===== src/rtl/cpu_pkg.sv =====
`default_nettype none
// +----------------------------------------------------------------------+
// | Module : cpu_pkg                                                       |
// | Brief  : Shared state encoding for the multicycle stage sequencer and  |
// |          opcode class constants used by the instruction decoder.       |
// | Rev    : 1.0  initial release                                          |
// +----------------------------------------------------------------------+
package cpu_pkg;

  // One-hot state encoding, one bit per sequencer stage
  localparam logic [5:0] c_ST_IDLE      = 6'b000001;
  localparam logic [5:0] c_ST_FETCH     = 6'b000010;
  localparam logic [5:0] c_ST_DECODE    = 6'b000100;
  localparam logic [5:0] c_ST_EXECUTE   = 6'b001000;
  localparam logic [5:0] c_ST_MEMORY    = 6'b010000;
  localparam logic [5:0] c_ST_WRITEBACK = 6'b100000;

  // Enumerated view of the same encoding for debug and decode code
  typedef enum logic [5:0] {
    ST_IDLE      = 6'b000001,
    ST_FETCH     = 6'b000010,
    ST_DECODE    = 6'b000100,
    ST_EXECUTE   = 6'b001000,
    ST_MEMORY    = 6'b010000,
    ST_WRITEBACK = 6'b100000
  } state_e;

  // Instruction class fields shared with decode
  localparam logic [2:0] c_OPC_BRANCH  = 3'b101;  // bits [27:25] for B/BL
  localparam logic [1:0] c_OPC_LDRSTR  = 2'b01;   // bits [27:26] for LDR/STR
  localparam int unsigned c_LINK_BIT   = 24;      // L bit: BL writes LR
  localparam int unsigned c_LOAD_BIT   = 20;      // L bit: LDR vs STR

endpackage
`default_nettype wire


===== src/rtl/seq_mem_timer.sv =====
`default_nettype none
// +----------------------------------------------------------------------+
// | Module : seq_mem_timer                                                 |
// | Brief  : Counts MEMORY-stage cycles without acknowledge and flags the  |
// |          cycle in which the wait limit is reached.                     |
// | Rev    : 1.0  initial release                                          |
// +----------------------------------------------------------------------+
module seq_mem_timer #(
  parameter int MEM_TIMEOUT = 16
) (
  input  logic clk,
  input  logic nreset,
  input  logic clr,
  input  logic en,
  input  logic ack,
  output logic expired
);

  localparam int c_CNT_W = $clog2(MEM_TIMEOUT + 1);
  // Count value held during the last permitted wait cycle
  localparam logic [c_CNT_W-1:0] c_LAST = c_CNT_W'(MEM_TIMEOUT - 1);
  localparam logic [c_CNT_W-1:0] c_SAT  = c_CNT_W'(MEM_TIMEOUT);

  logic [c_CNT_W-1:0] r_count;

  // Count unacknowledged wait cycles, saturating, cleared outside MEMORY
  always_ff @(posedge clk or negedge nreset) begin
    if (!nreset) begin
      r_count <= '0;
    end else if (clr) begin
      r_count <= '0;
    end else if (en && !ack && (r_count != c_SAT)) begin
      r_count <= r_count + c_CNT_W'(1);
    end
  end

  // Expiry is seen in the final wait cycle so the FSM leaves right after it
  assign expired = en && !ack && (r_count >= c_LAST);

endmodule
`default_nettype wire


===== src/rtl/cpu_stage_sequencer.sv =====
`default_nettype none
// +----------------------------------------------------------------------+
// | Module : cpu_stage_sequencer                                           |
// | Brief  : Multicycle control FSM stepping FETCH/DECODE/EXECUTE/MEMORY/  |
// |          WRITEBACK, with condition-gated writes and retire counter.    |
// | Rev    : 1.0  initial release                                          |
// +----------------------------------------------------------------------+
module cpu_stage_sequencer
  import cpu_pkg::*;
#(
  parameter int MEM_TIMEOUT = 16,
  parameter int CNT_W       = 16
) (
  input  logic             clk,
  input  logic             nreset,
  input  logic             run,
  input  logic             halt,
  input  logic             imem_ready,
  input  logic             cond_pass,
  input  logic             is_mem,
  input  logic             is_load,
  input  logic             is_branch,
  input  logic             wb_req,
  input  logic             s_bit,
  input  logic             mem_ack,
  output logic             if_en,
  output logic             rf_en,
  output logic             ex_en,
  output logic             mem_req,
  output logic             mem_rnw,
  output logic             reg_we,
  output logic             cpsr_we,
  output logic             pc_en,
  output logic             pc_sel_br,
  output logic             busy,
  output logic             fault,
  output logic [CNT_W-1:0] retired_cnt
);

  logic [5:0]       r_state;
  logic             r_cp;
  logic             r_isMem;
  logic             r_isLoad;
  logic             r_isBranch;
  logic             r_wbReq;
  logic             r_sBit;
  logic             r_fault;
  logic [CNT_W-1:0] r_retiredCnt;

  logic w_stIdle;
  logic w_stFetch;
  logic w_stDecode;
  logic w_stExecute;
  logic w_stMemory;
  logic w_stWriteback;
  logic w_memExpired;

  assign w_stIdle      = (r_state == c_ST_IDLE);
  assign w_stFetch     = (r_state == c_ST_FETCH);
  assign w_stDecode    = (r_state == c_ST_DECODE);
  assign w_stExecute   = (r_state == c_ST_EXECUTE);
  assign w_stMemory    = (r_state == c_ST_MEMORY);
  assign w_stWriteback = (r_state == c_ST_WRITEBACK);

  seq_mem_timer #(
    .MEM_TIMEOUT(MEM_TIMEOUT)
  ) u_memTimer (
    .clk    (clk),
    .nreset (nreset),
    .clr    (!w_stMemory),
    .en     (w_stMemory),
    .ack    (mem_ack),
    .expired(w_memExpired)
  );

  // Stage sequencing, per-instruction attribute capture, fault and retire count
  always_ff @(posedge clk or negedge nreset) begin
    if (!nreset) begin
      r_state      <= c_ST_IDLE;
      r_cp         <= 1'b0;
      r_isMem      <= 1'b0;
      r_isLoad     <= 1'b0;
      r_isBranch   <= 1'b0;
      r_wbReq      <= 1'b0;
      r_sBit       <= 1'b0;
      r_fault      <= 1'b0;
      r_retiredCnt <= '0;
    end else begin
      case (r_state)
        c_ST_IDLE: begin
          // A memory fault parks the sequencer here until reset
          if (run && !r_fault) r_state <= c_ST_FETCH;
        end
        c_ST_FETCH: begin
          if (imem_ready) r_state <= c_ST_DECODE;
        end
        c_ST_DECODE: begin
          r_state <= c_ST_EXECUTE;
        end
        c_ST_EXECUTE: begin
          r_cp       <= cond_pass;
          r_isMem    <= is_mem;
          r_isLoad   <= is_load;
          r_isBranch <= is_branch;
          r_wbReq    <= wb_req;
          r_sBit     <= s_bit;
          // A failed condition never touches data memory
          r_state    <= (cond_pass && is_mem) ? c_ST_MEMORY : c_ST_WRITEBACK;
        end
        c_ST_MEMORY: begin
          // Acknowledge takes priority over a simultaneous timeout
          if (mem_ack) begin
            r_state <= c_ST_WRITEBACK;
          end else if (w_memExpired) begin
            r_fault <= 1'b1;
            r_state <= c_ST_IDLE;
          end
        end
        c_ST_WRITEBACK: begin
          r_retiredCnt <= r_retiredCnt + CNT_W'(r_cp);
          r_state      <= halt ? c_ST_IDLE : c_ST_FETCH;
        end
        default: begin
          r_state <= c_ST_IDLE;
        end
      endcase
    end
  end

  // Outputs decoded from state and captured attributes
  assign if_en       = w_stFetch && imem_ready;
  assign rf_en       = w_stDecode;
  assign ex_en       = w_stExecute;
  assign mem_req     = w_stMemory && r_isMem;
  assign mem_rnw     = w_stMemory && r_isLoad;
  assign pc_en       = w_stWriteback;
  assign reg_we      = w_stWriteback && r_cp && r_wbReq;
  assign cpsr_we     = w_stWriteback && r_cp && r_sBit;
  assign pc_sel_br   = w_stWriteback && r_cp && r_isBranch;
  assign busy        = !w_stIdle;
  assign fault       = r_fault;
  assign retired_cnt = r_retiredCnt;

endmodule
`default_nettype wire


===== config.mk =====
export PLATFORM = sky130hd
export DESIGN_NAME = cpu_stage_sequencer
export DESIGN_NICKNAME = d
export VERILOG_FILES = /design/src/rtl/cpu_pkg.sv /design/src/rtl/seq_mem_timer.sv /design/src/rtl/cpu_stage_sequencer.sv
export SDC_FILE = /design/constraint.sdc
export NUM_CORES = 1
export LEC_CHECK = 0
export CORE_MARGIN = 5
export CORE_UTILIZATION = 54
export DETAILED_ROUTE_END_ITERATION = 12
export GPL_TIMING_DRIVEN = 0
export PLACE_DENSITY = 0.84
export SLEW_MARGIN = 10
export SYNTH_ARGS = -nofsm -noshare
export SYNTH_HDL_FRONTEND = slang
export SYNTH_SLANG_ARGS = --single-unit

===== constraint.sdc =====
create_clock -name clk -period 3.3 [get_ports clk]
set_clock_uncertainty 0.15 [all_clocks]
set_input_delay 0.66 -clock clk [delete_from_list [all_inputs] [get_ports clk]]
set_output_delay 0.66 -clock clk [all_outputs]
set_load 0.01 [all_outputs]

[After elaboration in Yosys (flattened, before gate mapping)]
Index checks and enable logic that the tools add are counted.
Widths: inputs -> output; s select.
Word-level totals
  output and inout port bits: 27
  flip-flop bits (word level): 34
  logic and storage cells: 51
Operators by class
  bitwise gates (word level): 1
  multiplexer cells: 9
  reductions and logical operators: 17
  $add $sub $neg: 2
  eq/ne operators: 11
  order comparisons: 1
Operator list (number)
  $pmux 6 s6: 1
  $mux 6: 5
  $add 16x1->16: 1
  $logic_and 1x1->1: 12
  $mux 5: 2
  $eq 6x1->1 const B: 1
  $eq 6x2->1 const B: 1
  $eq 6x3->1 const B: 1
  $eq 6x4->1 const B: 1
  $eq 6x5->1 const B: 1
  $eq 6x6->1 const B: 1
  $reduce_and 3->1: 2
  $add 5x1->5 const B: 1
  $ge 5x4->1 const B: 1
  $ne 5x5->1 const B: 1
  $ne 2x2->1 const B: 2
  $logic_not 1->1: 3
  $ne 3x3->1 const B: 1
  $mux 2: 1
  $ne 2x1->1 const B: 1
  $not 1->1: 1

[Depth between registers and ports, before layout]
  word-level depth: 6
  depth in mapped cells: 7
  depth with buffers taken out: 7

[Cells and area by module]
From an unflattened synthesis, not the netlist that was laid out.
Second synthesis, totals
  cells, all modules: 160
  area total of the unflattened synthesis: 1755.4 µm²
Modules (own cells, without submodules)
  cpu_stage_sequencer: cells an instance 127, instances 1, area each 1422.6 µm²
  seq_mem_timer: cells an instance 33, instances 1, area each 332.8 µm²

[Worst setup path after synthesis]
No wires, ideal clock.
  path kind: register to output
  start point: register r_state[2]
  end point: output cpsr_we
  buffers on the path: 2
  cell stages (with the launch flop): 6
  setup slack: 0.770 ns
  required time: 2.490 ns
  data arrival time: 1.720 ns
  cells stage by stage: dfrtp_1 > buf_6 > or4_4 > buf_6 > nor3b_4 > and3_1
On the way
  cells in the longest elaborated chain, start to end: 3
RTL lines
  from (decl): line cpu_stage_sequencer.sv:40  | logic [5:0] r_state;
  from (signal assigned): line cpu_stage_sequencer.sv:79  | r_state <= c_ST_IDLE;
  from (signal assigned): line cpu_stage_sequencer.sv:92  | if (run && !r_fault) r_state <= c_ST_FETCH;
  from (signal assigned): line cpu_stage_sequencer.sv:95  | if (imem_ready) r_state <= c_ST_DECODE;
  $eq 6x6->1: line cpu_stage_sequencer.sv:63  | assign w_stWriteback = (r_state == c_ST_WRITEBACK);
  named net pc_en: line cpu_stage_sequencer.sv:33  | output logic pc_en,
  $logic_and 1x1->1 (2 in a row): line cpu_stage_sequencer.sv:138  | assign cpsr_we = w_stWriteback && r_cp && r_sBit;
  to (decl): line cpu_stage_sequencer.sv:32  | output logic cpsr_we,
The timed path passes the listed nets, and every way through them passes these cells.

[Worst setup path after layout]
  start point: register r_state[2]
  end point: output mem_req
On the way
  cells in the longest elaborated chain, start to end: 2
RTL lines
  $eq 6x5->1: line cpu_stage_sequencer.sv:62  | assign w_stMemory = (r_state == c_ST_MEMORY);
  $logic_and 1x1->1: line cpu_stage_sequencer.sv:134  | assign mem_req = w_stMemory && r_isMem;
  to (decl): line cpu_stage_sequencer.sv:29  | output logic mem_req,
Every way passes these cells.

==> run summary <==
Yosys attributes the largest share of cell area to dfrtp_1 46%, mux2_4 5.0%, xor2_1 3.9%, ha_1 3.4%, xnor2_1 3.4%. The cell occurring most often along the worst timing path is buf_6. For the final standard cell utilization of the core, the log shows 71.3%. In this run the clock root is driven by a clkbuf_4. Max-cap violations in this run came to 0.

Global routing finished with a remaining overflow of 0. Measured against its own limit, the worst slew margin works out to 49.3%. Vias after detailed routing: 1,382.

The critical path goes through buf_6, or4_4, buf_6, nor2_4, and2_1, clkdlybuf4s50_1. Synthesis produced a netlist with a net count of 181. During synthesis, Yosys emitted a total of 0 warnings. In the final layout, the share of cells above drive strength 1 is 14.6%. The via count of the first global-routing pass is 1,458. The maximum number of pins on one net before global-route repair came out at 35. The diode insertion count for antenna repair is 0, and the transition at the pin with the smallest max-transition slack is 0.761 ns. The critical path in this run is classified as register to output port. The synthesized netlist contains 46 unique library cells.

Cell accounting for the most synthesized area: dfrtp_1. Main combinational cell family by area after synthesis: simple AND/OR/NAND/NOR gates. The synthesized netlist devotes 3.45% of its cell area to adder and majority cells. The count of boundary I/O pins came out at 39. TritonCTS built the clock tree. The buffer and inverter count on the worst path is 3, and the buffer depth of the longest clock path is 2.

The synthesized-area fraction occupied by xor and xnor cells is 7.24%, and the final period utilization is 96.8%. The category of cells accounting for the largest share of critical-path delay is simple AND/OR/NAND/NOR gates. After synthesis, the mean cell area works out to 11.1 µm². For the number of iterations in the first detailed-routing pass, the log shows 4. After floorplanning, the core was sized to cover 3280 µm². The logs give 55.2% for the effective utilization at floorplan and 0.00109 µW for the leakage power.

Summed over all layers, the routed wires come to 3.87 mm. IR analysis of the VDD net gives a maximum drop of 0.000455 V. Dividing the detail-routed wire length by the instance count gives 15.0 µm. Setup slack on the worst reg-to-reg path comes out at 1.08 ns. The number of clock buffers added by TritonCTS is 5. The first global-routing pass estimated 6.64 mm of wire.

Share of synthesized flip-flops with an asynchronous set or reset: 100%. Once detailed placement completed, the half-perimeter wirelength came to 2.91 mm. For the global routing usage summed across all routing layers, the log shows 19.6%. The top-area cell type share of the netlist area was 45.5%. Overall die area: 4620 µm². The mapped netlist covers 1810 µm². The synthesized netlist cell count was 164.

In this run the worst path has a maximum fanout of 9. CTS built an H-tree with a depth of 2. The tools report the worst flop-to-flop path endpoint as r_state[1]. The most used flip-flop cell after synthesis is dfrtp_1. The tools report the timing startpoint of the critical path as r_state[2].

In the synthesized netlist, mux cells make up 7.31% of the area. The clock transition at the registers of the reported paths was 0.10 ns. The number of DRC violations after detailed-routing iteration 0 was 49. The x dimension of the die is 68.0 µm. The slowest stage of the critical path is the clkdlybuf4s50_1 cell.

The delay of the slowest cell on the worst path was 0.54 ns; the number of enable flip-flop cells after synthesis was 0. The arrival time of data at the critical path endpoint was 2.38 ns. For this design, the CTS-stage hold fixing added 0 buffers. Setup repair after global routing left no endpoint under its margin. For the max-slew violation count, the log shows 0. The clock period could shrink to 3.19 ns.

The number of cells on the worst reg-to-reg path is 6. For the setup total negative slack, the log shows 0 ns. The number of antenna violations at the first check in global routing is 0.

Sequential elements use 47.0% of the synthesized area. Measured along the y axis, the die boundary spans 68.0 µm. Class of the tightest hold or removal check: input port to async pin. Net count of the finished layout: 228.

The startpoint kind of the worst setup timing path is a register. Summing the areas of all compound-gate instances in the mapped netlist gives 7.52% of the synthesized area. The synthesized netlist devotes 22.1% of its cell area to simple gates. The run gives 0 as the count of endpoints failing setup in the final report. The initialized floorplan defines 21 standard-cell rows. In this run the critical register-to-register path is launched from r_state[2].

The type of element capturing the critical path is an output port. Timing would allow up to 313 MHz. The clock net in this run drives a total of 34 sinks. The count of final hold-check violations was 0. Compared with the post-synthesis result, the final layout area differs by 29.1%. After detailed routing, the number of vias per cell comes to 5.36. The congestion estimate from routability-driven global placement came to 0.859. The clock reaches the later pin of the worst-skew pair after 0.34 ns.

The flip-flop and latch count after synthesis works out to 34. The run finished with clean final reports. The required time of the worst setup path was 2.49 ns; the power density over cell area was 492 nW/µm². The detail route stage leaves a number of antenna-violating nets equal to 0. For this run, design rule violations remaining after detail routing come to 0. The count of input and output buffers came out at 38.
[Yosys cell counts, drive strengths merged (2+ instances only)]
cell	instances
a21boi	2
and2	2
and3	4
buf	5
dfrtp	33
ha	5
inv	11
mux2	8
mux2i	2
nand2	14
nand2b	5
nand3	5
nand4	3
nor2	10
nor3	6
nor3b	3
nor4	4
o21ai	5
o32ai	4
or3	2
or4	2
xnor2	7
xor2	8
[worst register-to-register path, delay by kind of cell (launching register included)]
family	cells	cell delay (ns)
AO/OA/AOI/OAI	2	0.46
flip-flops	1	0.38
buffers and inverters	2	0.29
AND/OR/NAND/NOR	2	0.81
[sequential cells by signal (all words and copies together), names as in the netlist]
name,flops
fault,1
r_cp,1
r_isBranch,1
r_isLoad,1
r_isMem,1
r_sBit,1
r_state,6
r_wbReq,1
retired_cnt,16
u_memTimer.r_count,5
[how the worst max path moves through the flow]
stage              end  slack, ns  cells past startpoint
2_1_floorplan  cpsr_we       0.77                      5
3_3_place_gp   cpsr_we       0.25                      6
3_5_place_dp    reg_we       0.19                      6
4_1_cts        mem_req       0.06                      6
5_1_grt        mem_req       0.02                      6
6_report       mem_req       0.11                      6
[metrics by stage]
step                      setup WS (ns)  power [µW]  hold slack (ns)  std cells  cell area [µm²]
after floorplan                   0.770         753            0.214        164             1810
after global placement            0.246         837            0.304        248             2250
after detailed placement          0.191         857            0.313        248             2250
after CTS                        0.0583        1160            0.241        258             2340
after global routing             0.0159        1220            0.279        258             2340
final                             0.107        1150            0.233        258             2340
[area by class of cell]
class                   instances  area, µm²
flip-flops and latches         34        852
clock buffers                   7       45.0
plain buffers                   5       56.3
fillers                       259        942
clock inverters                 1       30.0
well taps                      46       57.6
multi-input cells             114        872
inverters                      11       41.3
repair buffers                 40        388
[what timing repair did]
action                     in CTS  in global routing
cloned                          0                  0
setup endpoints to repair       7                  1
pin swaps                       1                  1
gates resized for setup         8                  0
setup buffers                   2                  0
[cells in the final DEF (no fill, tap or decap), types with 2 or more instances in the layout]
cell type / n
or3_1: 2
mux2_1: 2
clkbuf_4: 5
and3_1: 4
xor2_1: 8
nor3_1: 6
mux2i_1: 2
nor4_1: 2
nor3b_1: 2
ha_1: 5
nand3_1: 5
mux2_4: 6
inv_1: 10
nand2_1: 13
o32ai_1: 3
clkbuf_1: 2
nand2b_1: 5
o21ai_0: 4
nand4_1: 3
or4_4: 2
nor2_1: 9
clkdlybuf4s50_1: 32
dfrtp_1: 33
buf_6: 6
and2_1: 2
dlygate4sd2_1: 5
xnor2_1: 7
[kinds of logic after synthesis]
group           count (synthesis)
compound gates                 18
xor+xnor                       15
fa+ha+maj                       5
buf+inv                        16
flops                          34
mux                            10
simple gates                   66
[metal layers]
metal,global-route usage [%],routed length [µm],vias up
li1,-,-,669
met1,21.9,1510,660
met2,35.0,2070,46
met3,4.27,221,7
met4,9.43,68,0
met5,0,0,-
[power breakdown]
group | leakage, µW | switching, µW | internal, µW
clock | 0.0000395 | 136 | 161
combinational | 0.000593 | 144 | 183
sequential | 0.000456 | 50.9 | 478
total | 0.00109 | 330 | 821
(Power assumes the default switching activity.)
